File: config.mk
export PLATFORM = sky130hd
export DESIGN_NAME = packed_frame_serializer_flat
export DESIGN_NICKNAME = d
export VERILOG_FILES = /design/src/rtl/packed_frame_serializer_if.sv /design/src/rtl/packed_frame_serializer.sv /design/src/flat_wrapper.sv
export SDC_FILE = /design/constraint.sdc
export NUM_CORES = 1
export LEC_CHECK = 0
export ABC_CLOCK_PERIOD_IN_PS = 3100
export CORE_MARGIN = 2
export CORE_UTILIZATION = 56
export CTS_BUF_LIST = sky130_fd_sc_hd__clkbuf_4 sky130_fd_sc_hd__clkbuf_8
export DETAILED_ROUTE_END_ITERATION = 10
export DONT_BUFFER_PORTS = 1
export PLACE_DENSITY_LB_ADDON = 0.1
export SETUP_SLACK_MARGIN = 0.2
export SYNTH_ARGS = -nofsm -noshare
export SYNTH_HDL_FRONTEND = slang
export SYNTH_SLANG_ARGS = --single-unit
File: constraint.sdc
create_clock -name clk -period 3.1 [get_ports clk]
set_input_delay 0.31 -clock clk [delete_from_list [all_inputs] [get_ports clk]]
set_output_delay 0.31 -clock clk [all_outputs]
set_load 0.02 [all_outputs]
File: src/rtl/packed_frame_serializer_if.sv
// ============================================================================
// packed_frame_serializer_if : frame-in / element-out bus for the serializer
// Rev 1.0
// ============================================================================
`default_nettype none

interface packed_frame_serializer_if #(
    parameter int NIBBLE_W = 4,
    parameter int OUTER    = 2,
    parameter int INNER    = 3
);
    localparam int c_OW = (OUTER > 1) ? $clog2(OUTER) : 1;
    localparam int c_IW = (INNER > 1) ? $clog2(INNER) : 1;

    logic [OUTER-1:0][INNER-1:0][NIBBLE_W-1:0] in_frame;
    logic                                      in_valid;
    logic                                      in_ready;
    logic [NIBBLE_W-1:0]                       out_data;
    logic                                      out_valid;
    logic                                      out_ready;
    logic [c_OW-1:0]                           out_outer_idx;
    logic [c_IW-1:0]                           out_inner_idx;
    logic                                      out_first;
    logic                                      out_last;
    logic [7:0]                                frames_done;

    modport slave (
        input  in_frame, in_valid, out_ready,
        output in_ready, out_data, out_valid, out_outer_idx, out_inner_idx,
               out_first, out_last, frames_done
    );

    modport master (
        output in_frame, in_valid, out_ready,
        input  in_ready, out_data, out_valid, out_outer_idx, out_inner_idx,
               out_first, out_last, frames_done
    );
endinterface

`default_nettype wire

File: src/rtl/packed_frame_serializer.sv
// ============================================================================
// packed_frame_serializer : accepts whole packed frames, emits elements in order
// Rev 1.0
// ============================================================================
`default_nettype none

module packed_frame_serializer #(
    parameter int NIBBLE_W = 4,
    parameter int OUTER    = 2,
    parameter int INNER    = 3
) (
    input  logic                    clk,
    input  logic                    rst,
    packed_frame_serializer_if.slave bus
);
    localparam int c_OW = (OUTER > 1) ? $clog2(OUTER) : 1;
    localparam int c_IW = (INNER > 1) ? $clog2(INNER) : 1;
    localparam int c_FW = OUTER * INNER * NIBBLE_W;
    localparam logic [c_OW-1:0] c_OUTER_MAX = c_OW'(OUTER - 1);
    localparam logic [c_IW-1:0] c_INNER_MAX = c_IW'(INNER - 1);

    typedef logic [c_FW-1:0] frame_t;
    typedef enum logic [0:0] {ST_IDLE = 1'b0, ST_EMIT = 1'b1} state_t;

    state_t              state_q;
    frame_t              active_q;
    frame_t              pend_q;
    logic                pend_full_q;
    logic [c_OW-1:0]     outer_q;
    logic [c_IW-1:0]     inner_q;
    logic [NIBBLE_W-1:0] data_q;
    logic                first_q;
    logic                last_q;
    logic [7:0]          done_q;

    logic                w_in_xfer;
    logic                w_out_xfer;
    logic                w_end_xfer;
    logic                w_start;
    logic                w_to_pend;
    logic                w_step;
    frame_t              w_in_frame;
    frame_t              w_src;
    logic [c_OW-1:0]     outer_d;
    logic [c_IW-1:0]     inner_d;

    function automatic logic [NIBBLE_W-1:0] elem(frame_t f, logic [c_OW-1:0] o,
                                                 logic [c_IW-1:0] i);
        int k;
        k = int'(o) * INNER + int'(i);
        return f[k*NIBBLE_W +: NIBBLE_W];
    endfunction

    assign w_in_frame   = bus.in_frame;
    assign bus.in_ready = !pend_full_q;
    assign w_in_xfer    = bus.in_valid && !pend_full_q;
    assign w_out_xfer   = (state_q == ST_EMIT) && bus.out_ready;
    assign w_end_xfer   = w_out_xfer && last_q;
    // An input arriving while the active frame keeps going parks in pending
    assign w_to_pend    = w_in_xfer && (state_q == ST_EMIT) && !w_end_xfer;

    always_comb begin
        w_start = 1'b0;
        w_src   = active_q;
        if (state_q == ST_IDLE) begin
            w_start = w_in_xfer;
            w_src   = w_in_frame;
        end else if (w_end_xfer) begin
            if (pend_full_q) begin
                w_start = 1'b1;
                w_src   = pend_q;
            end else if (w_in_xfer) begin
                w_start = 1'b1;
                w_src   = w_in_frame;
            end
        end
    end

    assign w_step = w_start || (w_out_xfer && !last_q);

    always_comb begin
        outer_d = outer_q;
        inner_d = inner_q;
        if (w_start) begin
            outer_d = '0;
            inner_d = '0;
        end else if (inner_q == c_INNER_MAX) begin
            inner_d = '0;
            outer_d = outer_q + 1'b1;
        end else begin
            inner_d = inner_q + 1'b1;
        end
    end

    always_ff @(posedge clk or posedge rst) begin
        if (rst) begin
            state_q     <= ST_IDLE;
            active_q    <= '0;
            pend_q      <= '0;
            pend_full_q <= 1'b0;
            outer_q     <= '0;
            inner_q     <= '0;
            data_q      <= '0;
            first_q     <= 1'b0;
            last_q      <= 1'b0;
            done_q      <= 8'd0;
        end else begin
            case (state_q)
                ST_IDLE: if (w_start) state_q <= ST_EMIT;
                ST_EMIT: if (w_end_xfer && !w_start) state_q <= ST_IDLE;
                default: state_q <= ST_IDLE;
            endcase
            if (w_start) active_q <= w_src;
            if (w_to_pend) begin
                pend_q      <= w_in_frame;
                pend_full_q <= 1'b1;
            end else if (w_end_xfer) begin
                pend_full_q <= 1'b0;
            end
            if (w_end_xfer) done_q <= done_q + 8'd1;
            if (w_step) begin
                outer_q <= outer_d;
                inner_q <= inner_d;
                data_q  <= elem(w_src, outer_d, inner_d);
                first_q <= (outer_d == '0) && (inner_d == '0);
                last_q  <= (outer_d == c_OUTER_MAX) && (inner_d == c_INNER_MAX);
            end
        end
    end

    assign bus.out_valid     = (state_q == ST_EMIT);
    assign bus.out_data      = data_q;
    assign bus.out_outer_idx = outer_q;
    assign bus.out_inner_idx = inner_q;
    assign bus.out_first     = first_q;
    assign bus.out_last      = last_q;
    assign bus.frames_done   = done_q;
endmodule

`default_nettype wire

File: src/flat_wrapper.sv
// flat-port wrapper written by rule: the top's interface ports become plain ports
module packed_frame_serializer_flat 
#(
    parameter int NIBBLE_W = 4,
    parameter int OUTER    = 2,
    parameter int INNER    = 3
)
  (clk, rst, bus_in_frame, bus_in_valid, bus_out_ready, bus_in_ready, bus_out_data, bus_out_valid, bus_out_outer_idx, bus_out_inner_idx, bus_out_first, bus_out_last, bus_frames_done);
  packed_frame_serializer_if #(.NIBBLE_W(NIBBLE_W), .OUTER(OUTER), .INNER(INNER)) bus_i ();
  input  logic clk;
  input  logic rst;
  input wire logic [$bits(bus_i.in_frame)-1:0] bus_in_frame;
  input wire logic [$bits(bus_i.in_valid)-1:0] bus_in_valid;
  input wire logic [$bits(bus_i.out_ready)-1:0] bus_out_ready;
  output wire logic [$bits(bus_i.in_ready)-1:0] bus_in_ready;
  output wire logic [$bits(bus_i.out_data)-1:0] bus_out_data;
  output wire logic [$bits(bus_i.out_valid)-1:0] bus_out_valid;
  output wire logic [$bits(bus_i.out_outer_idx)-1:0] bus_out_outer_idx;
  output wire logic [$bits(bus_i.out_inner_idx)-1:0] bus_out_inner_idx;
  output wire logic [$bits(bus_i.out_first)-1:0] bus_out_first;
  output wire logic [$bits(bus_i.out_last)-1:0] bus_out_last;
  output wire logic [$bits(bus_i.frames_done)-1:0] bus_frames_done;
  assign bus_i.in_frame = bus_in_frame;
  assign bus_i.in_valid = bus_in_valid;
  assign bus_i.out_ready = bus_out_ready;
  assign bus_in_ready = bus_i.in_ready;
  assign bus_out_data = bus_i.out_data;
  assign bus_out_valid = bus_i.out_valid;
  assign bus_out_outer_idx = bus_i.out_outer_idx;
  assign bus_out_inner_idx = bus_i.out_inner_idx;
  assign bus_out_first = bus_i.out_first;
  assign bus_out_last = bus_i.out_last;
  assign bus_frames_done = bus_i.frames_done;
  packed_frame_serializer #(.NIBBLE_W(NIBBLE_W), .OUTER(OUTER), .INNER(INNER)) u_core (.clk(clk), .rst(rst), .bus(bus_i));
endmodule
; ---- Yosys cells after proc, flatten, opt, wreduce, memory -nomap -nowiden
; Index checks and enable logic that the tools add are counted.
[totals]
regBits = 67
inputBits = 28
out_inout_bits = 19
elab_cells = 53
[op_classes]
addsub = 4
multipliers = 1
eq_ne = 2
shift = 1
n_mux = 17
bitwise = 2
reduce_logical = 16
[ops]
columns = cell, n
row1 = $mux 24, 4
row2 = $shiftx 24x32->4, 1
row3 = $add 30x3->30, 1
row4 = $mux 1, 10
row5 = $logic_and 1x1->1, 9
row6 = $add 8x1->8 const B, 1
row7 = $eq 2x2->1 const B, 2
row8 = $logic_not 1->1, 4
row9 = $mux 2, 2
row10 = $mul 1x2->3 const B, 1
row11 = $add 2x1->2 const B, 1
row12 = $logic_not 2->1, 1
row13 = $not 1->1, 2
row14 = $pmux 1 s2, 1
row15 = $reduce_bool 2->1, 1
row16 = $add 1x1->1 const B, 1
row17 = $logic_or 1x1->1, 1

; ---- Depth between registers and ports, before layout
[depth]
ltp_word = 10
ltp_mapped = 10
mapped_depth_nobuf = 7

; ---- Worst setup path before layout
; OpenSTA, ideal clock, no wires.
[synth_timing]
kind = reg2reg
startpoint = register u_core.state_q (netlist: u_core.bus.out_valid)
endpoint = register u_core.data_q[3] (netlist: u_core.bus.out_data[3])
setup_ns = 0.076
arrival_time_ns = 2.934
required_ns = 3.024
setup_slack_ns = 0.089
stages_incl_launch_ff = 9
path_buffers = 2
synth_period_minus_slack_ns = 3.011
path_cell_list = dfrtp_1 > a21boi_2 > or2_1 > buf_2 > buf_1 > nand3b_1 > fa_1 > mux4_2 > o21ai_1
[synth_via]
elab_chain_cells = 8
elab_cells_between_ends = 13
cone_classes = add/sub: 1 / mul: 1 / shift: 1 / mux: 6 / reduce/logical: 4
[synth_lines]
columns = element, line
row1 = from (decl), packed_frame_serializer.sv:25  ; state_t state_q;
row2 = from (signal assigned), packed_frame_serializer.sv:97  ; state_q <= ST_IDLE;
row3 = from (signal assigned), packed_frame_serializer.sv:109  ; ST_IDLE: if (w_start) state_q <= ST_EMIT;
row4 = from (signal assigned), packed_frame_serializer.sv:110  ; ST_EMIT: if (w_end_xfer && !w_start) state_q <= ST_IDLE;
row5 = $logic_and 1x1->1, packed_frame_serializer.sv:57  ; assign w_out_xfer = (state_q == ST_EMIT) && bus.out_ready;
row6 = $logic_and 1x1->1, packed_frame_serializer.sv:58  ; assign w_end_xfer = w_out_xfer && last_q;
row7 = $mux 1, packed_frame_serializer.sv:68  ; end else if (w_end_xfer) begin
row8 = $mux 1, packed_frame_serializer.sv:65  ; if (state_q == ST_IDLE) begin
row9 = $mux 1, packed_frame_serializer.sv:84  ; if (w_start) begin
row10 = $mul 1x2->3, packed_frame_serializer.sv:50  ; k = int'(o) * INNER + int'(i);
row11 = $add 30x3->30, packed_frame_serializer.sv:50
row12 = $shiftx 24x32->4, packed_frame_serializer.sv:51  ; return f[k*NIBBLE_W +: NIBBLE_W];
row13 = to (signal assigned), packed_frame_serializer.sv:124  ; data_q <= elem(w_src, outer_d, inner_d);
row14 = to (decl), packed_frame_serializer.sv:31  ; logic [NIBBLE_W-1:0] data_q;
; Parallel ways exist; a longest one is shown, timed or not.
; A chain may end at the register's enable or synchronous reset.

; ---- Worst setup path after layout
[layout_timing]
startpoint = register u_core.state_q (netlist: u_core.bus.out_valid)
endpoint = register u_core.data_q[0] (netlist: u_core.bus.out_data[0])
; The elaborated chain is that of the path after synthesis.

==> impl_metrics.json <==
{
  "syn_inst": 359,
  "seq_area_frac_synth_pct": 46.8,
  "synth_top_family_by_area": "compound AO/OA/AOI/OAI gates",
  "crit_family": "multiplexers",
  "viasPerCell": 6.14,
  "die_h_um": 84.0,
  "drc": 0,
  "hold_path_class": "in2reg",
  "max_freq_ghz": 0.401,
  "clockBufferDepth": 2,
  "rr_startpoint": "u_core.bus.out_valid$_DFF_PP0_",
  "hold_ws_ns": 0.0927,
  "gp_congestion": 0.745,
  "synthTopCellsByArea": "dfrtp_1 (47%), o21ai_0 (5.3%), nand2_1 (5.2%)",
  "die_x_um": 84.0,
  "leakage_nw": 1.60,
  "ios": 47,
  "multi_input_area_um2": 1770,
  "fin_skew_ns": 0.00783,
  "hpwl_um": 5000,
  "core-area_um2": 6280,
  "cp-start-kind": "register",
  "ys_types": 49,
  "cts_tree": "yes",
  "synth_mux_area_share_pct": 10.6,
  "via_count": 2666,
  "drtIter0Drc": 151,
  "p_per_area_nw_per_um2": 1070,
  "synthToLayoutAreaGrowth_pct": 6.00,
  "h-tree-depth": 3,
  "syn_area_per_cell_um2": 9.99,
  "overflow": 0,
  "slowest_stage": "fa_1",
  "cp_data_required_time_ns": 3.37,
  "worstPathCellList": "mux2i_1, or2_1, nand3b_1, fa_1, mux4_2, o21ai_1",
  "cts_sinks": 67,
  "tightest_slew_ns": 0.652,
  "fillers": 542,
  "synth-async-reset-ratio_pct": 100,
  "synth_xor_area_share_pct": 2.20,
  "ant_nets": 0,
  "antenna_cells": 0,
  "synth_top_area_cell": "dfrtp_1",
  "cts_buffers": 9,
  "min-delay-start": "bus_in_frame[18]",
  "yosys_warnings": 0,
  "crit_path_max_incr_delay_ns": 0.74,
  "synth-simple-area-share_pct": 14.7,
  "end_kind": "register",
  "crit_arrival_ns": 2.77,
  "ys_seq_elements": 67,
  "fin_nets": 384,
  "dpl_worst_slack_ns": 0.605,
  "die_area_um2": 7060,
  "start_util_pct": 57.1,
  "finalSetupViolCount": 0,
  "ctsResizeCount": 0,
  "clock_latency_ns": 0.35,
  "first_pass_iters": 4,
  "rsz0062_at_grt": "false",
  "synth_ff_type": "dfrtp_1",
  "critPathLaunch": "u_core.bus.out_valid$_DFF_PP0_",
  "netlist.area_leader.share_pct": 46.8,
  "regArea_um2": 1680,
  "hold_violations": 0,
  "drv_cap": 0,
  "synthAdderAreaFrac_pct": 0.907,
  "slew_headroom_pct": 56.4,
  "num_rows": 29,
  "antenna_found_initial": 0,
  "synth_area_um2": 3590,
  "post-route-period-util_pct": 80.5,
  "path_clk_slew_ns": 0.07,
  "root_buffer": "clkbuf_8",
  "io_buffer_count": 0,
  "cp_max_fo": 6,
  "drive_above_1_share_pct": 14.0,
  "min_period_ns": 2.50,
  "r2r_setup_slack_ns": 0.60,
  "final_cells": 434,
  "setup.worst_path.class": "reg2reg",
  "fin_ws_ns": 0.604,
  "maxSlewViolCount": 0,
  "grt_max_degree": 57,
  "grt_pass1_vias": 2593,
  "synth_edf_count": 0,
  "peakVddDrop_mv": 0.573,
  "finalSetupTns_ns": 0,
  "grt_usage_pct": 23.2,
  "post-place-cells": 419,
  "wire_per_inst_um": 18.2,
  "synth_compound_area_share_pct": 20.6,
  "outcome": "finished clean",
  "drt_wl_total_um": 7880,
  "crit_buf_inv": 0,
  "synth_nets": 389,
  "grt_first_pass_wirelength_um": 12900
}
==> final cells by class <==
cell class | count | share of cell area, %
Multi-Input combinational cell | 263 | 46.5
Sequential cell | 67 | 44.1
Clock buffer | 14 | 4.41
Tap cell | 77 | 2.53
Timing Repair Buffer | 11 | 2.24
Inverter | 2 | 0.197
==> cells by family after synthesis <==
family / Yosys count
multiplexers: 30
flip-flops: 67
AND/OR/NAND/NOR: 109
buffers and inverters: 29
adder cells (fa/ha/maj): 2
AO/OA/AOI/OAI: 113
XOR/XNOR: 9
==> synthesized netlist by cell type, types with 2 or more instances <==
cell type  number
dfrtp_1        67
nand2_1        50
o21ai_0        38
nor2b_1        20
a221oi_1       19
o21ai_1        17
mux2_2         16
nor2_1         15
buf_2          12
mux2_1          9
a21oi_1         7
clkbuf_1        7
nand3b_1        7
o31ai_1         6
xnor2_1         6
o22ai_1         5
a2bb2oi_1       4
a32oi_1         4
mux4_2          4
nand3_1         4
buf_1           3
buf_4           3
xor2_1          3
a22oi_1         2
a31oi_1         2
and2_1          2
buf_6           2
inv_1           2
o31a_1          2
or2_1           2
==> flip-flops by register name, indices dropped and copies added, names as in the netlist <==
signal	count
u_core.active_q	24
u_core.bus.frames_done	8
u_core.bus.out_data	4
u_core.bus.out_first	1
u_core.bus.out_inner_idx	2
u_core.bus.out_last	1
u_core.bus.out_outer_idx	1
u_core.bus.out_valid	1
u_core.pend_full_q	1
u_core.pend_q	24
==> metal layers <==
| metal | track usage (%) | share of wire (%) | vias to the layer above |
|---|---|---|---|
| li1 | - | - | 1301 |
| met1 | 32.0 | 48 | 1306 |
| met2 | 35.7 | 46 | 50 |
| met3 | 6.63 | 4.3 | 9 |
| met4 | 7.18 | 1.2 | 0 |
| met5 | 0 | 0 | - |
==> placed cells by master, fill, tap and decap left out, types with 2 or more instances in the layout <==
master,instances
a21oi_1,7
a221oi_1,19
a22oi_1,2
a2bb2oi_1,4
a31oi_1,2
a32oi_1,4
and2_1,2
buf_4,10
clkbuf_4,4
clkbuf_8,10
dfrtp_1,66
mux2_1,9
mux2_2,16
mux4_2,4
nand2_1,50
nand3_1,4
nand3b_1,7
nor2_1,15
nor2b_1,20
o21ai_0,38
o21ai_1,17
o22ai_1,5
o31a_1,2
o31ai_1,6
or2_1,2
xnor2_1,6
xor2_1,3
==> repair_timing <==
action                                 in CTS  in global routing
endpoints found under the hold margin      19                  0
hold buffers                                1                  0
setup buffers                               0                  0
==> worst reg2reg max path, stage by stage, from the launching register on <==
cell,delay [ns]
dfrtp_2,0.48
mux2i_1,0.22
or2_1,0.19
nand3b_1,0.13
fa_1,0.74
mux4_2,0.54
o21ai_1,0.12
==> path summary, 6_finish.rpt <==
path | cells after the start | end
hold / removal | 1 | u_core.pend_q[18]$_DFFE_PP0P_
max in group asynchronous | 3 | u_core.bus.out_valid$_DFF_PP0_
setup / recovery | 6 | u_core.bus.out_data[0]$_DFFE_PP0P_
setup reg to reg | 6 | u_core.bus.out_data[0]$_DFFE_PP0P_
hold reg to reg | 2 | u_core.active_q[0]$_DFFE_PP0P_
min in group asynchronous | 2 | u_core.pend_q[1]$_DFFE_PP0P_
==> where the power goes <==
group	switching (W)	internal, W	leakage, nW	total, W
sequential	0.000285	0.00123	0.845	0.00151
combinational	0.00103	0.000871	0.661	0.00190
clock	0.000315	0.000340	0.0903	0.000655
total	0.00163	0.00244	1.60	0.00406
==> metrics by stage <==
step / area [µm²] / utilization (%) / power (W)
4_1_cts: 3800 / 60.6 / 0.00409
3_3_place_gp: 3620 / 57.7 / 0.00337
3_5_place_dp: 3620 / 57.7 / 0.00343
5_1_grt: 3800 / 60.6 / 0.00437
2_1_floorplan: 3590 / - / 0.00305
6_report: 3800 / 60.6 / 0.00406
Power figures use the tool's default switching activity.
